$ cat src/rtl/matrix_operand_loader_if.sv
// Byte-stream input and packed-operand output bundle of the matrix operand loader.
interface matrix_operand_loader_if #(
  parameter int unsigned ELEM_W = 8,
  parameter int unsigned N_ELEM = 4
);
  logic [ELEM_W-1:0]        in_data;
  logic                     in_valid;
  logic                     in_ready;
  logic                     op_in;
  logic                     clear;
  logic [2:0]               load_idx;
  logic [ELEM_W*N_ELEM-1:0] A;
  logic [ELEM_W*N_ELEM-1:0] B;
  logic                     op_out;
  logic                     out_valid;
  logic                     out_ready;

  modport master (
    output in_data, in_valid, op_in, clear, out_ready,
    input  in_ready, load_idx, A, B, op_out, out_valid
  );

  modport slave (
    input  in_data, in_valid, op_in, clear, out_ready,
    output in_ready, load_idx, A, B, op_out, out_valid
  );
endinterface

$ cat src/rtl/matrix_operand_loader.sv
// Assembles 2x2 matrices A and B from a byte stream and presents them atomically
// with the operation select over a valid/ready handshake.
module matrix_operand_loader #(
  parameter int unsigned ELEM_W = 8,
  parameter int unsigned N_ELEM = 4
) (
  input  logic                    clk,
  input  logic                    rst,
  matrix_operand_loader_if.slave  bus
);
  localparam int unsigned IDX_W  = 3;
  localparam int unsigned SLOT_W = $clog2(N_ELEM);
  localparam int unsigned MAT_W  = ELEM_W * N_ELEM;
  localparam logic [IDX_W-1:0] LAST_IDX = IDX_W'(2 * N_ELEM - 1);

  typedef enum logic [0:0] {LOAD = 1'b0, HOLD = 1'b1} state_t;

  state_t                          state_q, state_d;
  logic [IDX_W-1:0]                idx_q, idx_d;
  logic [N_ELEM-1:0][ELEM_W-1:0]   stage_a_q, stage_b_q, stage_b_c;
  logic [MAT_W-1:0]                a_q, b_q;
  logic                            op_q;
  logic                            in_ready_c, accept_c, done_c, is_b_c;
  logic [SLOT_W-1:0]               slot_c;

  // clear vetoes the accept so neither staging nor the counter move on that edge
  assign in_ready_c = (state_q == LOAD) && !rst;
  assign accept_c   = bus.in_valid && in_ready_c && !bus.clear;
  assign slot_c     = idx_q[SLOT_W-1:0];
  assign is_b_c     = idx_q[SLOT_W];
  assign done_c     = accept_c && (idx_q == LAST_IDX);

  // State and element counter register
  always_ff @(posedge clk) begin
    if (rst) begin
      state_q <= LOAD;
      idx_q   <= '0;
    end else begin
      state_q <= state_d;
      idx_q   <= idx_d;
    end
  end

  // Next-state logic
  always_comb begin
    state_d = state_q;
    idx_d   = idx_q;
    if (bus.clear) begin
      state_d = LOAD;
      idx_d   = '0;
    end else begin
      unique case (state_q)
        LOAD: begin
          if (accept_c) begin
            idx_d = idx_q + IDX_W'(1);
            if (done_c) begin
              state_d = HOLD;
              idx_d   = '0;
            end
          end
        end
        HOLD: begin
          if (bus.out_ready) state_d = LOAD;
        end
        default: begin
          state_d = LOAD;
          idx_d   = '0;
        end
      endcase
    end
  end

  // B staging including the element arriving this cycle, for the completion copy
  always_comb begin
    stage_b_c         = stage_b_q;
    stage_b_c[slot_c] = bus.in_data;
  end

  // Staging and presented-operand registers
  always_ff @(posedge clk) begin
    if (rst) begin
      stage_a_q <= '0;
      stage_b_q <= '0;
      a_q       <= '0;
      b_q       <= '0;
      op_q      <= 1'b0;
    end else begin
      if (accept_c) begin
        if (is_b_c) stage_b_q[slot_c] <= bus.in_data;
        else        stage_a_q[slot_c] <= bus.in_data;
      end
      if (done_c) begin
        a_q  <= stage_a_q;
        b_q  <= stage_b_c;
        op_q <= bus.op_in;
      end
    end
  end

  assign bus.in_ready  = in_ready_c;
  assign bus.out_valid = (state_q == HOLD);
  assign bus.load_idx  = idx_q;
  assign bus.A         = a_q;
  assign bus.B         = b_q;
  assign bus.op_out    = op_q;
endmodule

$ cat src/flat_wrapper.sv
// flat-port wrapper written by rule: the top's interface ports become plain ports
module matrix_operand_loader_flat 
#(
  parameter int unsigned ELEM_W = 8,
  parameter int unsigned N_ELEM = 4
)
  (clk, rst, bus_in_data, bus_in_valid, bus_op_in, bus_clear, bus_out_ready, bus_in_ready, bus_load_idx, bus_A, bus_B, bus_op_out, bus_out_valid);
  matrix_operand_loader_if #(.ELEM_W(ELEM_W), .N_ELEM(N_ELEM)) bus_i ();
  input  logic clk;
  input  logic rst;
  input wire logic [$bits(bus_i.in_data)-1:0] bus_in_data;
  input wire logic [$bits(bus_i.in_valid)-1:0] bus_in_valid;
  input wire logic [$bits(bus_i.op_in)-1:0] bus_op_in;
  input wire logic [$bits(bus_i.clear)-1:0] bus_clear;
  input wire logic [$bits(bus_i.out_ready)-1:0] bus_out_ready;
  output wire logic [$bits(bus_i.in_ready)-1:0] bus_in_ready;
  output wire logic [$bits(bus_i.load_idx)-1:0] bus_load_idx;
  output wire logic [$bits(bus_i.A)-1:0] bus_A;
  output wire logic [$bits(bus_i.B)-1:0] bus_B;
  output wire logic [$bits(bus_i.op_out)-1:0] bus_op_out;
  output wire logic [$bits(bus_i.out_valid)-1:0] bus_out_valid;
  assign bus_i.in_data = bus_in_data;
  assign bus_i.in_valid = bus_in_valid;
  assign bus_i.op_in = bus_op_in;
  assign bus_i.clear = bus_clear;
  assign bus_i.out_ready = bus_out_ready;
  assign bus_in_ready = bus_i.in_ready;
  assign bus_load_idx = bus_i.load_idx;
  assign bus_A = bus_i.A;
  assign bus_B = bus_i.B;
  assign bus_op_out = bus_i.op_out;
  assign bus_out_valid = bus_i.out_valid;
  matrix_operand_loader #(.ELEM_W(ELEM_W), .N_ELEM(N_ELEM)) u_core (.clk(clk), .rst(rst), .bus(bus_i));
endmodule
$ cat config.mk
export PLATFORM = sky130hd
export DESIGN_NAME = matrix_operand_loader_flat
export DESIGN_NICKNAME = d
export VERILOG_FILES = /design/src/rtl/matrix_operand_loader_if.sv /design/src/rtl/matrix_operand_loader.sv /design/src/flat_wrapper.sv
export SDC_FILE = /design/constraint.sdc
export NUM_CORES = 1
export LEC_CHECK = 0
export CAP_MARGIN = 20
export CORE_ASPECT_RATIO = 1.4
export CORE_MARGIN = 2
export CORE_UTILIZATION = 36
export DETAILED_ROUTE_END_ITERATION = 16
export GPL_ROUTABILITY_DRIVEN = 0
export PLACE_DENSITY = 0.67
export SLEW_MARGIN = 20
export SYNTH_ARGS = -nofsm -noshare
export SYNTH_HDL_FRONTEND = slang
export SYNTH_SLANG_ARGS = --single-unit
$ cat constraint.sdc
create_clock -name clk -period 3.72 [get_ports clk]
set_input_delay 0.744 -clock clk [delete_from_list [all_inputs] [get_ports clk]]
set_output_delay 0.744 -clock clk [all_outputs]
set_load 0.01 [all_outputs]
==> metrics, run 1 <==
Max Cap Viol 0; Final Cycle Share 69.5%; CTS Hold Buffers Added 0; CP endpoint bus_out_valid; DP HPWL 9.58 mm; gr ovfl total 0; Levels on crit path 1; Synth Cell Area 5600 um2; WHS 0.467 ns; clk_lat worst skew 0.42 ns; core area 15400 um2; type of the most critical hold path reg -> reg; FF-to-FF setup slack 1.19 ns; CP endpoint kind output pin; ANT nets after route 0; GR Util met1 22.4%; 1st-iter DRT viols 358; Synth Net Count between 600 and 700; global-route wire length before repair 23.6 mm; met2 Resource Use GR 30.2%; Post-Place Setup Slack around 0.75 ns; VDD IR max 234 uV; fin. max-slew vios 0; RR Endpoint u_core.bus.B[16]$_SDFFE_PP0P_; sum of buffers and inverters on the critical path 1; Post-CTS Setup Bufs 0; FP Rows 54; clk_skew 0.0203 ns; CP startpoint u_core.bus.out_valid$_SDFF_PP0_; vias in the first global route 4595; die width about 110 um; Die ar. 16600 um2; dominant cell type by area after synthesis dfxtp_1; Post-CTS Resized 0; routed len/inst 16.9 um; relative slew slack 31.4%; Fmax slightly below 400 MHz; Initial Util 36.4%; height of the die around 150 um; WL final 14.7 mm; min Tclk post-route ~2.6 ns; Critical-path top delay cell dfxtp_1; # setup viols final 0; pin count of the biggest net entering global routing 67; average size of a mapped cell 9.05 um2; grt met3 use 4.19%; YS warnings 0; main area contributors after synthesis dfxtp_1, mux2i_1, a21oi_1, nand3_1, o21ai_0; Crit Path Class reg -> out; CP max stage delay ~0.74 ns; non-filler cells, final 866; DR DRC count 0; Yosys top cell area share between 40% and 50%; Worst Slack Setup Final 1.13 ns; Sink Count 133; I/O Buffers 83; router iterations before antenna repair 5; unrepaired setup endpoints after global routing no; crit-path leading delay family flip-flops; critical path arrival 1.84 ns; initial antenna violation count 0; crit-path cells clkdlybuf4s50_1; Req. time, crit path 2.98 ns; clock buffer count from CTS 17; # nets final just under 700; Clock transition at path regs 0.05 ns; flops & latches, synth 133; Cells after Synth 619; worst-case clock buffer depth 2; worst slew pin tran 1.03 ns; TNS Setup 0 ns; Layout area overhead 25.6%; share of cells above drive strength 1 7.61%; H-tree lvl count 4; PwrDens about 460 nW/um2; placed cells 836; outcome complete, no violations; Hold Fails Final Rpt 0; RR Startpoint u_core.bus.load_idx[0]$_SDFFE_PP0P_; Reg2Reg Depth 7; Leak Pwr roughly 0.0023 uW; post-synthesis sequential area ratio 47.5%; crit path max fanout 15; via count of the routed design approximately 4700; Core Util, Final approximately 46%; number of I/O pins 84; diodes inserted 0; Via density about 5.4; GRT busiest layer met2; GRT Total Usage 18.3%; Root Buffer clkbuf_16; count of cell types in the netlist 28; startpoint types register; CTS tree done
-- state kept, by name, indices dropped and copies added, names as in the netlist --
register	cells
u_core.bus.out_valid	1
u_core.stage_a_q	32
u_core.bus.B	32
u_core.bus.op_out	1
u_core.bus.load_idx	3
u_core.stage_b_q	32
u_core.bus.A	32
-- report_power, final --
part           leakage [uW]  total (uW)  switching, uW  internal, uW
clock              0.000287        1680            590          1090
combinational      0.000973         129           84.7          44.1
sequential          0.00107        1440           4.66          1430
-- area by class of cell --
class,instances,area (um2)
fill,1513,8370
sequential,133,2660
multi-input combinational,407,2600
timing repair buffer,90,893
clock buffer,21,470
tap,196,245
clock inverter,9,128
inverter,10,37.5
-- synth_stat cells --
library cell	number
buf_1	8
nor3_4	1
nand2_2	2
dfxtp_1	133
nor2_1	3
nor3_1	4
or4b_2	1
o31ai_1	2
buf_2	26
buf_6	3
and4bb_2	4
ha_1	5
nor4bb_1	2
a211oi_2	2
a211oi_1	30
or3b_1	1
o21ai_0	76
nor3b_2	1
nand4bb_1	4
inv_1	10
buf_4	3
nor2_4	1
mux2i_1	53
nand2b_1	35
nand3_1	77
a21oi_1	101
nor2b_1	2
clkbuf_1	29
-- stage by stage --
step	instance area, um2	power, uW
2_1_floorplan	5600	1550
5_1_grt	7040	3350
3_3_place_gp	6430	1590
4_1_cts	7040	3280
3_5_place_dp	6440	1590
6_report	7040	3250
-- cell families (layout without fill, tap and decap cells) --
| group | count (synthesis) | in the layout | synth area share, % |
|---|---|---|---|
| AO/OA/AOI/OAI | 211 | 211 | 20.5 |
| adder cells (fa/ha/maj) | 5 | 5 | 1.12 |
| buffers and inverters | 79 | 130 | 6.47 |
| flip-flops | 133 | 133 | 47.5 |
| multiplexers | 53 | 53 | 9.47 |
| AND/OR/NAND/NOR | 138 | 138 | 14.9 |
-- worst min-delay path by stage --
| stage | start | to | slack (ns) | depth (start not counted) |
|---|---|---|---|---|
| 6_report | u_core.stage_a_q[13]$_SDFFE_PP0P_ | u_core.bus.A[13]$_SDFFE_PP0P_ | 0.47 | 2 |
| 5_1_grt | u_core.stage_a_q[10]$_SDFFE_PP0P_ | u_core.bus.A[10]$_SDFFE_PP0P_ | 0.49 | 2 |
| 4_1_cts | u_core.stage_a_q[13]$_SDFFE_PP0P_ | u_core.bus.A[13]$_SDFFE_PP0P_ | 0.47 | 2 |
| 3_5_place_dp | u_core.stage_a_q[13]$_SDFFE_PP0P_ | u_core.bus.A[13]$_SDFFE_PP0P_ | 0.46 | 2 |
| 3_3_place_gp | u_core.stage_a_q[6]$_SDFFE_PP0P_ | u_core.bus.A[6]$_SDFFE_PP0P_ | 0.46 | 2 |
| 2_1_floorplan | u_core.stage_a_q[16]$_SDFFE_PP0P_ | u_core.bus.A[16]$_SDFFE_PP0P_ | 0.44 | 2 |
-- cell usage in the layout (no fill, tap or decap) --
| cell | count |
|---|---|
| clkbuf_1 | 1 |
| bufinv_16 | 3 |
| mux2i_1 | 53 |
| o21ai_0 | 76 |
| a211oi_2 | 2 |
| dfxtp_1 | 133 |
| nand3_1 | 77 |
| or3b_1 | 1 |
| clkbuf_8 | 3 |
| nand4bb_1 | 4 |
| a211oi_1 | 30 |
| nand2_2 | 2 |
| and4bb_2 | 4 |
| nor4bb_1 | 2 |
| clkbuf_16 | 17 |
| ha_1 | 5 |
| nor3b_4 | 1 |
| inv_1 | 10 |
| nor3_4 | 1 |
| nor3_1 | 4 |
| buf_12 | 1 |
| or4b_2 | 1 |
| nor2b_4 | 2 |
| clkdlybuf4s50_1 | 82 |
| clkinv_2 | 3 |
| buf_4 | 7 |
| clkinvlp_4 | 3 |
| o31ai_1 | 2 |
| nor2_1 | 3 |
| nand2b_1 | 35 |
| nor2_4 | 1 |
| a21oi_1 | 101 |
-- layer usage --
metal,up-vias,routed length [um]
met2,139,7290
met3,21,731
met1,2268,6240
li1,2291,-
met4,0,399
met5,-,0
(Power assumes the default switching activity.)
==> run 2, diff against run 1 <==
Clock period 3.72 ns to 2.6 ns, I/O delays scaled along.
==> metrics, run 2 (synthesized netlist as in run 1, its figures left out) <==
Root Buffer clkbuf_16; share of cells above drive strength 1 approximately 10%; CP max stage delay 0.71 ns; ANT nets after route 0; PwrDens 659 nW/um2; VDD IR max around 360 uV; sw power ~970 uW; Die ar. 16600 um2; clock share of power 52.5%; startpoint types register; diodes inserted 0; crit path max fanout 15; Final Cycle Share 90.7%; type of the most critical hold path reg -> reg; placed cells 853; most common cell after layout, fill and taps aside dfxtp_1; CP endpoint kind output pin; Crit Path Class reg -> out; proportion of power drawn by combinational gates 4.2%; WHS 0.468 ns; FP Rows 54; height of the die ~150 um; sequential group share of total power 43.3%; Initial Util 36.4%; Hold Crit Start u_core.stage_a_q[21]$_SDFFE_PP0P_; number of I/O pins 84; crit-path cells clkdlybuf4s50_1; Sw Ratio between 20% and 30%; most frequent cells in the layout dfxtp_1, a21oi_1, clkdlybuf4s50_1; Layout area overhead 28.5%; pin count of the biggest net entering global routing 66; routed len/inst 16.7 um; unrepaired setup endpoints after global routing no; global-route wire length before repair approximately 24 mm; Fmax 424 MHz; initial antenna violation count 0; RR Startpoint u_core.bus.load_idx[1]$_SDFFE_PP0P_; Clock transition at path regs around 0.050 ns; cell internal pwr 3780 uW; router iterations before antenna repair 5; Critical-path top delay cell dfxtp_1; CTS tree done; clk_skew 0.00571 ns; Leak Pwr 0.00243 uW; DR DRC count 0; clk_lat worst skew 0.42 ns; relative slew slack a little under two fifths; sum of buffers and inverters on the critical path 1; Req. time, crit path 2.08 ns; vias in the first global route 4634; worst-case clock buffer depth 2; Sink Count 133; core area 15400 um2; gr ovfl total 0; Post-CTS Resized 0; TNS Setup 0 ns; Via density 5.43; I/O Buffers 83; fin. max-slew vios 0; GRT Total Usage a little under a fifth; 1st-iter DRT viols 303; outcome complete, no violations; CTS Hold Buffers Added 0; DP HPWL 9.80 mm; die width 109 um; min Tclk post-route 2.36 ns; # setup viols final 0; # nets final 695; crit-path leading delay family flip-flops; clock buffer count from CTS 17; Design Power 4750 uW; worst slew pin tran 0.925 ns; via count of the routed design 4800; Hold Fails Final Rpt 0; WL final 14.8 mm; Max Cap Viol 0; non-filler cells, final 884; CP startpoint u_core.bus.out_valid$_SDFF_PP0_; critical path arrival 1.84 ns; H-tree lvl count 4; Post-CTS Setup Bufs 0
## run 2: layer usage
metal	global-route usage [%]	wire, um
met1	21.4	6210
met4	9.24	462
met3	4.28	789
met5	0	0
met2	31.0	7300
## run 2: layout make-up
type | count | area [um2]
inverters | 10 | 37.5
repair buffers | 107 | 1030
flip-flops and latches | 133 | 2660
fillers | 1460 | 8200
multi-input cells | 407 | 2590
clock inverters | 7 | 118
clock buffers | 24 | 512
well taps | 196 | 245
## run 2: stage by stage
stage               instance area, um2  util [%]  setup slack [ns]
detailed placement                6570      42.7             0.442
global placement                  6570      42.7             0.492
CTS                               7200      46.8             0.225
floorplan                         5600         -             0.727
global route                      7200      46.8             0.117
finish                            7200      46.8             0.243
## run 2: path summary, 6_finish.rpt
check	end	slack [ns]	cells after the start
max	bus_out_valid	0.24	1
min reg2reg	u_core.bus.A[21]$_SDFFE_PP0P_	0.47	2
max reg2reg	u_core.bus.B[1]$_SDFFE_PP0P_	0.52	6
min	u_core.bus.A[21]$_SDFFE_PP0P_	0.47	2
## run 2: power groups by stage
stage	clock network (uW)	logic, uW	registers [uW]
5_1_grt	2620	212	2060
4_1_cts	2520	199	2060
3_3_place_gp	0	192	2100
3_5_place_dp	0	198	2100
2_1_floorplan	0	127	2100
6_report	2490	200	2060
==> run 3, diff against run 2 <==
Settings changed: SETUP_SLACK_MARGIN set to 0.4.
==> metrics, run 3 (synthesized netlist as in run 1, its figures left out) <==
outcome complete, no violations; core area 15400 um2; relative slew slack a little under two fifths; global-route wire length before repair 23.6 mm; min Tclk post-route between 2 and 2.5 ns; TNS Setup 0 ns; type of the most critical hold path reg -> reg; clk_skew 0.00588 ns; fin. max-slew vios 0; gr ovfl total 0; Leak Pwr about 0.0024 uW; number of I/O pins 84; die width approximately 110 um; diodes inserted 0; Via density 5.40; CP endpoint kind output pin; Initial Util 36.4%; most common cell after layout, fill and taps aside dfxtp_1; share of cells above drive strength 1 10.3%; clock buffer count from CTS 17; 1st-iter DRT viols 294; clock share of power 52.5%; CTS tree done; Layout area overhead 28.7%; sequential group share of total power 43.3%; fillers 1460; DR DRC count 0; CTS Hold Buffers Added 0; CP max stage delay approximately 0.63 ns; # setup viols final 0; crit-path cells clkdlybuf4s50_1; I/O Buffers 83; crit-path leading delay family buffers and inverters; sw power approximately 1000 uW; Crit Path Class reg -> out; unrepaired setup endpoints after global routing no; WL final between 10 and 15 mm; via count of the routed design 4778; vias in the first global route ~4600; clk_lat worst skew 0.42 ns; worst-case clock buffer depth 2; pin count of the biggest net entering global routing 66; height of the die 152 um; worst slew pin tran 0.931 ns; Req. time, crit path 2.08 ns; Max Cap Viol 0; PwrDens ~660 nW/um2; DP HPWL 9.80 mm; router iterations before antenna repair 4; FP Rows 54; ANT nets after route 0; routed len/inst 16.7 um; Core Util, Final ~47%; Sink Count 133; Final Cycle Share 81.6%; Die ar. 16600 um2; Clock transition at path regs ~0.05 ns; FF/Latch Area 2670 um2; VDD IR max 358 uV; multi-input logic area roughly 2600 um2; startpoint types register; cell internal pwr 3780 uW; critical path arrival 1.60 ns; sum of buffers and inverters on the critical path 1; Design Power 4750 uW; Fmax 472 MHz; initial antenna violation count 0; GRT Total Usage between 10% and 20%; crit path max fanout 10; Sw Ratio 20.5%; Root Buffer clkbuf_16; most frequent cells in the layout dfxtp_1, a21oi_1, clkdlybuf4s50_1; # nets final 696; proportion of power drawn by combinational gates 4.2%; Hold Fails Final Rpt 0; Critical-path top delay cell clkdlybuf4s50_1; H-tree lvl count 4
[run 3: changes by cell type in the layout (fill, tap and decap cells not counted), sizes merged]
| cell | delta |
|---|---|
| buf | +1 |
[run 3: metrics by stage]
| stage | instance area [um2] | hold slack, ns | setup slack [ns] | instances |
|---|---|---|---|---|
| after floorplan | 5600 | 0.444 | 0.727 | 619 |
| after global placement | 6570 | 0.459 | 0.492 | 853 |
| after detailed placement | 6570 | 0.461 | 0.442 | 853 |
| after CTS | 7200 | 0.469 | 0.460 | 884 |
| after global routing | 7210 | 0.489 | 0.434 | 885 |
| final | 7210 | 0.467 | 0.479 | 885 |
[run 3: final timing paths]
| check | startpoint | end | slack (ns) | cells past startpoint |
|---|---|---|---|---|
| setup / recovery | u_core.bus.load_idx[2]$_SDFFE_PP0P_ | bus_load_idx[2] | 0.48 | 1 |
| hold / removal | u_core.stage_a_q[0]$_SDFFE_PP0P_ | u_core.bus.A[0]$_SDFFE_PP0P_ | 0.47 | 2 |
| setup reg to reg | u_core.bus.load_idx[1]$_SDFFE_PP0P_ | u_core.bus.B[1]$_SDFFE_PP0P_ | 0.71 | 6 |
| hold reg to reg | u_core.stage_a_q[0]$_SDFFE_PP0P_ | u_core.bus.A[0]$_SDFFE_PP0P_ | 0.47 | 2 |
[run 3: per-layer routing]
metal | global-route usage (%) | up-vias | routed length (um)
met1 | 21.4 | 2254 | 6170
met2 | 31.0 | 155 | 7300
met3 | 4.28 | 38 | 811
met5 | 0 | - | 0
li1 | - | 2331 | -
met4 | 9.24 | 0 | 535
[run 3: worst reg2reg max path, stage by stage (launching register included)]
cell      delay [ns]
dfxtp_1         0.47
ha_1            0.24
ha_1            0.26
nor2b_4         0.21
buf_12          0.25
a21oi_1         0.12
a211oi_1        0.25
[run 3: power groups by stage]
stage | registers [uW] | logic [uW] | clock network, uW
final | 2050 | 200 | 2490
after detailed placement | 2100 | 198 | 0
after global placement | 2100 | 192 | 0
after CTS | 2060 | 199 | 2520
after global routing | 2050 | 212 | 2620
after floorplan | 2100 | 127 | 0
[run 3: repair_timing]
| action | 4_1_cts | 5_1_grt |
|---|---|---|
| gates cloned | 0 | 0 |
| pin swaps | 0 | 0 |
| resized for setup | 1 | 1 |
| endpoints found under the setup margin | 2 | 2 |
| buffers inserted | 0 | 1 |
[run 3: area by class of cell]
cell class | instances | share of cell area [%]
Inverter | 10 | 0.520
Timing Repair Buffer | 108 | 14.4
Sequential cell | 133 | 37.0
Clock inverter | 7 | 1.63
Multi-Input combinational cell | 407 | 36.0
Tap cell | 196 | 3.40
Clock buffer | 24 | 7.09
==> edit 1: new RTL, config.mk and constraints of run 2 <==
`ELEM_W` is set to 8 in 3 places; all go to 7.
--- a/src/rtl/matrix_operand_loader_if.sv
+++ b/src/rtl/matrix_operand_loader_if.sv
@@ -1,5 +1,5 @@
 // Byte-stream input and packed-operand output bundle of the matrix operand loader.
 interface matrix_operand_loader_if #(
-  parameter int unsigned ELEM_W = 8,
+  parameter int unsigned ELEM_W = 7,
   parameter int unsigned N_ELEM = 4
 );
--- a/src/rtl/matrix_operand_loader.sv
+++ b/src/rtl/matrix_operand_loader.sv
@@ -2,5 +2,5 @@
 // with the operation select over a valid/ready handshake.
 module matrix_operand_loader #(
-  parameter int unsigned ELEM_W = 8,
+  parameter int unsigned ELEM_W = 7,
   parameter int unsigned N_ELEM = 4
 ) (
--- a/src/flat_wrapper.sv
+++ b/src/flat_wrapper.sv
@@ -2,5 +2,5 @@
 module matrix_operand_loader_flat 
 #(
-  parameter int unsigned ELEM_W = 8,
+  parameter int unsigned ELEM_W = 7,
   parameter int unsigned N_ELEM = 4
 )
Interface: changed (resized bus_A, bus_B and bus_in_data); port bits go from 84 to 75. No check against the original RTL was run, so the function may have changed too.
==> edit 1 against run 2 <==
Worst hold slack got worse by 16 ps. Synthesized area decreased by 11%. Final area fell by 11%. Sequential cell count is 16 lower. Clock power decreased by 5%. Setup slack gained 67 ps. Routed wire length down 12%. Final cell count fell by 12%. Sequential share of layout area is 0.31 points lower. Power is 8.1% lower. Critical path type unchanged. Critical endpoint unchanged. Highest routed layer unchanged.
==> edit 1: results <==
metrics = {
    "final_layout": {
        "design.seq.count": 117,
        "fin_nets": 598,
        "fill_cells": 1248,
        "regArea_mm2": 0.00234,
        "layout-drive-gt1-share_pct": 15.7,
        "inv_count": 3,
        "n_clock_buffer": 23,
        "clock_cell_area_share_pct": 9.44,
    },
    "place": {
        "dp_slack_ps": 199,
        "place_area_mm2": 0.00579,
        "port_buffers": 74,
        "hpwl_um": 8510,
    },
    "setup_path": {
        "r2r_start": "u_core.bus.load_idx[0]",
        "crit_path_max_fanout": 16,
        "r2r_setup_slack_ps": 640,
    },
    "logic_synthesis": {
        "synthMuxAreaShare_pct": 5.84,
        "ys_seq_area_share_pct": 47.1,
        "syn_nets": 548,
        "synth_area_leaders": "dfxtp_1, a21oi_1, mux2i_1",
        "syn_inst": 530,
        "yosys-top-cells-count": "dfxtp_1, a21oi_1, nand3_1",
        "synth_fa_ha_area_share_pct": 1.26,
    },
    "min_path": {
        "min_from": "u_core.stage_a_q[23]",
        "min_to": "u_core.bus.A[23]",
    },
    "detailed_routing": {
        "dr.first_iter.drc_count": 316,
        "met2WireLength_um": 6550,
        "wl_per_cell_um": 16.8,
        "vias_per_cell": 5.44,
        "route.met3.wl_um": 601,
        "met1_length_um": 5530,
        "drt_wl_total_um": 13000,
    },
    "sta": {
        "fin_worst_skew_ps": 6.64,
        "maxSlewHeadroom_pct": 56.8,
    },
    "global_routing": {
        "grt_max_degree": 49,
        "use_met1_pct": 22.8,
        "met2_usage_pct": 30.4,
        "grt_pass1_vias": 4280,
        "use_met3_pct": 3.77,
    },
    "run_status": {
        "status": "finished, final reports clean",
    },
    "pwr": {
        "power_density_mw_per_mm2": 682,
        "power.leakage_nw": 2.37,
    },
}
==> edit 1: changes by cell type in the layout (fill, tap and decap cells not counted), moves of 8 or more <==
| cell | before | now |
|---|---|---|
| mux2i_1 | 53 | 29 |
| a211oi_2 | 2 | 11 |
| a211oi_1 | 30 | 18 |
| o21ai_0 | 76 | 28 |
| nand2b_1 | 35 | 3 |
| a21oi_1 | 101 | 58 |
| a31o_2 | 0 | 25 |
| nand3_1 | 77 | 57 |
| o211ai_1 | 0 | 29 |
| and3_1 | 0 | 26 |
| inv_1 | 10 | 2 |
| nand2_1 | 0 | 34 |
| dfxtp_1 | 133 | 117 |
| clkdlybuf4s50_1 | 82 | 73 |
==> edit 1: power by group through the flow <==
stage	combinational (mW)	sequential [mW]	clock [mW]
after floorplan	0.117	1.85	0
after detailed placement	0.177	1.85	0
after global routing	0.195	1.81	2.47
after global placement	0.173	1.85	0
after CTS	0.178	1.81	2.39
final	0.179	1.81	2.37
==> edit 2: new RTL, settings of run 2 <==
Made on the original files. Reset style: asynchronous (`rst`), changed in 2 clocked blocks.
--- a/src/rtl/matrix_operand_loader.sv
+++ b/src/rtl/matrix_operand_loader.sv
@@ -32,5 +32,5 @@
 
   // State and element counter register
-  always_ff @(posedge clk) begin
+  always_ff @(posedge clk or posedge rst) begin
     if (rst) begin
       state_q <= LOAD;
@@ -78,5 +78,5 @@
 
   // Staging and presented-operand registers
-  always_ff @(posedge clk) begin
+  always_ff @(posedge clk or posedge rst) begin
     if (rst) begin
       stage_a_q <= '0;
Formal check against the unedited RTL: differs if rst is asserted again (counterexample within 4 cycles, from zero or initial values and one cycle with rst high); with rst held inactive, the same outputs for 10 cycles.
==> edit 2 against run 2 <==
Routed wire length down 18%. Clock power up 10%. Final area up 5.6%. Largest cell class unchanged. Critical path type is now input port to output port. Critical endpoint is now bus_in_ready. Count of clock-buffer cells in the layout down 3. Power up 9.9%. Setup slack better by 82 ps. Synthesized area up 2.8%. Sequential cell count unchanged.
==> edit 2: results <==
metrics = {
    "run_status": {
        "status": "finished, final reports clean",
    },
    "cts": {
        "cts_setup_buffers": 0,
        "htree_levels": 4,
        "clk_pin_slew_ps": 50,
        "numCtsBuffers": 17,
        "clk-insertion-delay-late_ps": 410,
        "cts_buffer_depth": 2,
        "post_cts_resized": 0,
        "cts-root-buf": "clkbuf_16",
    },
    "logic_synthesis": {
        "synth_area_leaders": "dfrtp_1, mux2_2, mux2_4",
        "ys_types": 26,
        "ys_seq_area_share_pct": 57.8,
        "syn_nets": 371,
        "avgSynthCellArea_um2": 16.4,
        "yosysWarningCount": 0,
        "yosys-top-cells-count": "dfrtp_1, mux2_2, mux2_4",
        "ys_async_sr_fraction_pct": 100,
    },
    "global_routing": {
        "antenna_found_initial": 0,
        "grt_pass1_wl_um": 20200,
        "grtUsageTotal_pct": 15.3,
        "grt_pass1_vias": 3630,
        "grt_max_degree": 32,
    },
    "sta": {
        "setup-tns-final_ps": 0,
        "maxSlewHeadroom_pct": 57.7,
        "fin_worst_skew_ps": 11.8,
    },
    "place": {
        "hpwl_um": 8480,
        "placed_cells": 627,
        "place_area_mm2": 0.00692,
        "port_buffers": 83,
    },
    "detailed_routing": {
        "wl_per_cell_um": 18.5,
        "vias": 3194,
        "dr.first_iter.drc_count": 87,
        "firstDrtPassIters": 4,
        "vias_per_cell": 4.85,
    },
    "pwr": {
        "power.leakage_nw": 3.57,
        "vdd_ir_drop_max_mv": 0.420,
        "power.switching_mw": 1.06,
    },
    "setup_path": {
        "r2r_setup_slack_ps": 560,
        "max_stage_delay_ps": 540,
        "crit_start": "rst",
        "slowest_stage": "clkdlybuf4s50_1",
        "arrival_ps": 1760,
        "crit_path_max_fanout": 5,
        "r2r_start": "u_core.bus.load_idx[0]",
        "crit_family": "buffers and inverters",
    },
    "min_path": {
        "min_from": "u_core.stage_a_q[14]",
        "hp-class": "flop to flop",
    },
    "final_layout": {
        "antenna_cells": 0,
        "fin_nets": 469,
        "layout-drive-gt1-share_pct": 47.3,
    },
}
## edit 2: cell type report
type | instances | area (µm²)
tap | 196 | 245
clock inverter | 11 | 221
sequential | 133 | 3330
multi-input combinational | 193 | 2280
timing repair buffer | 102 | 1050
inverter | 3 | 15.0
clock buffer | 21 | 460
fill | 1364 | 8000
## edit 2: worst register-to-register path, cell delays in order (launching register included)
cell       delay [ps]
dfrtp_1           450
ha_1              210
ha_1              200
nand4bb_1         210
nor2_4            250
buf_12            240
mux2_2            380
## edit 2: worst paths after layout
check | to | depth (start not counted)
worst min register to register | u_core.stage_a_q[14] | 1
max in group asynchronous | u_core.stage_a_q[31] | 4
min in group asynchronous | u_core.bus.A[13] | 3
worst min-delay path | u_core.stage_a_q[14] | 1
worst max-delay path | bus_in_ready | 3
worst max register to register | u_core.bus.B[27] | 6
## edit 2: logic make-up after synthesis
family          synth area share, %
fa+ha+maj                      1.09
compound gates                0.174
flops                          57.8
buf+inv                        2.69
mux                            35.1
simple gates                   3.19
## edit 2: through the flow
stage                     setup slack [ps]  hold WS (ps)
after detailed placement               153           488
after CTS                              324           501
final                                  325           501
after floorplan                        429           464
after global placement                 222           483
after global routing                   260           518
## edit 2: metal layers
metal,vias up,track usage [%],wire (µm)
met3,10,3.35,327
met4,0,5.54,133
met5,-,0,0
met1,1672,19.1,5410
li1,1446,-,-
met2,66,26.3,6290
## edit 2: power groups by stage
stage | logic [mW] | clock network [mW] | registers, mW
floorplan | 0.175 | 0 | 2.22
global placement | 0.268 | 0 | 2.24
detailed placement | 0.278 | 0 | 2.24
CTS | 0.278 | 2.79 | 2.21
global route | 0.300 | 2.90 | 2.21
finish | 0.273 | 2.74 | 2.20
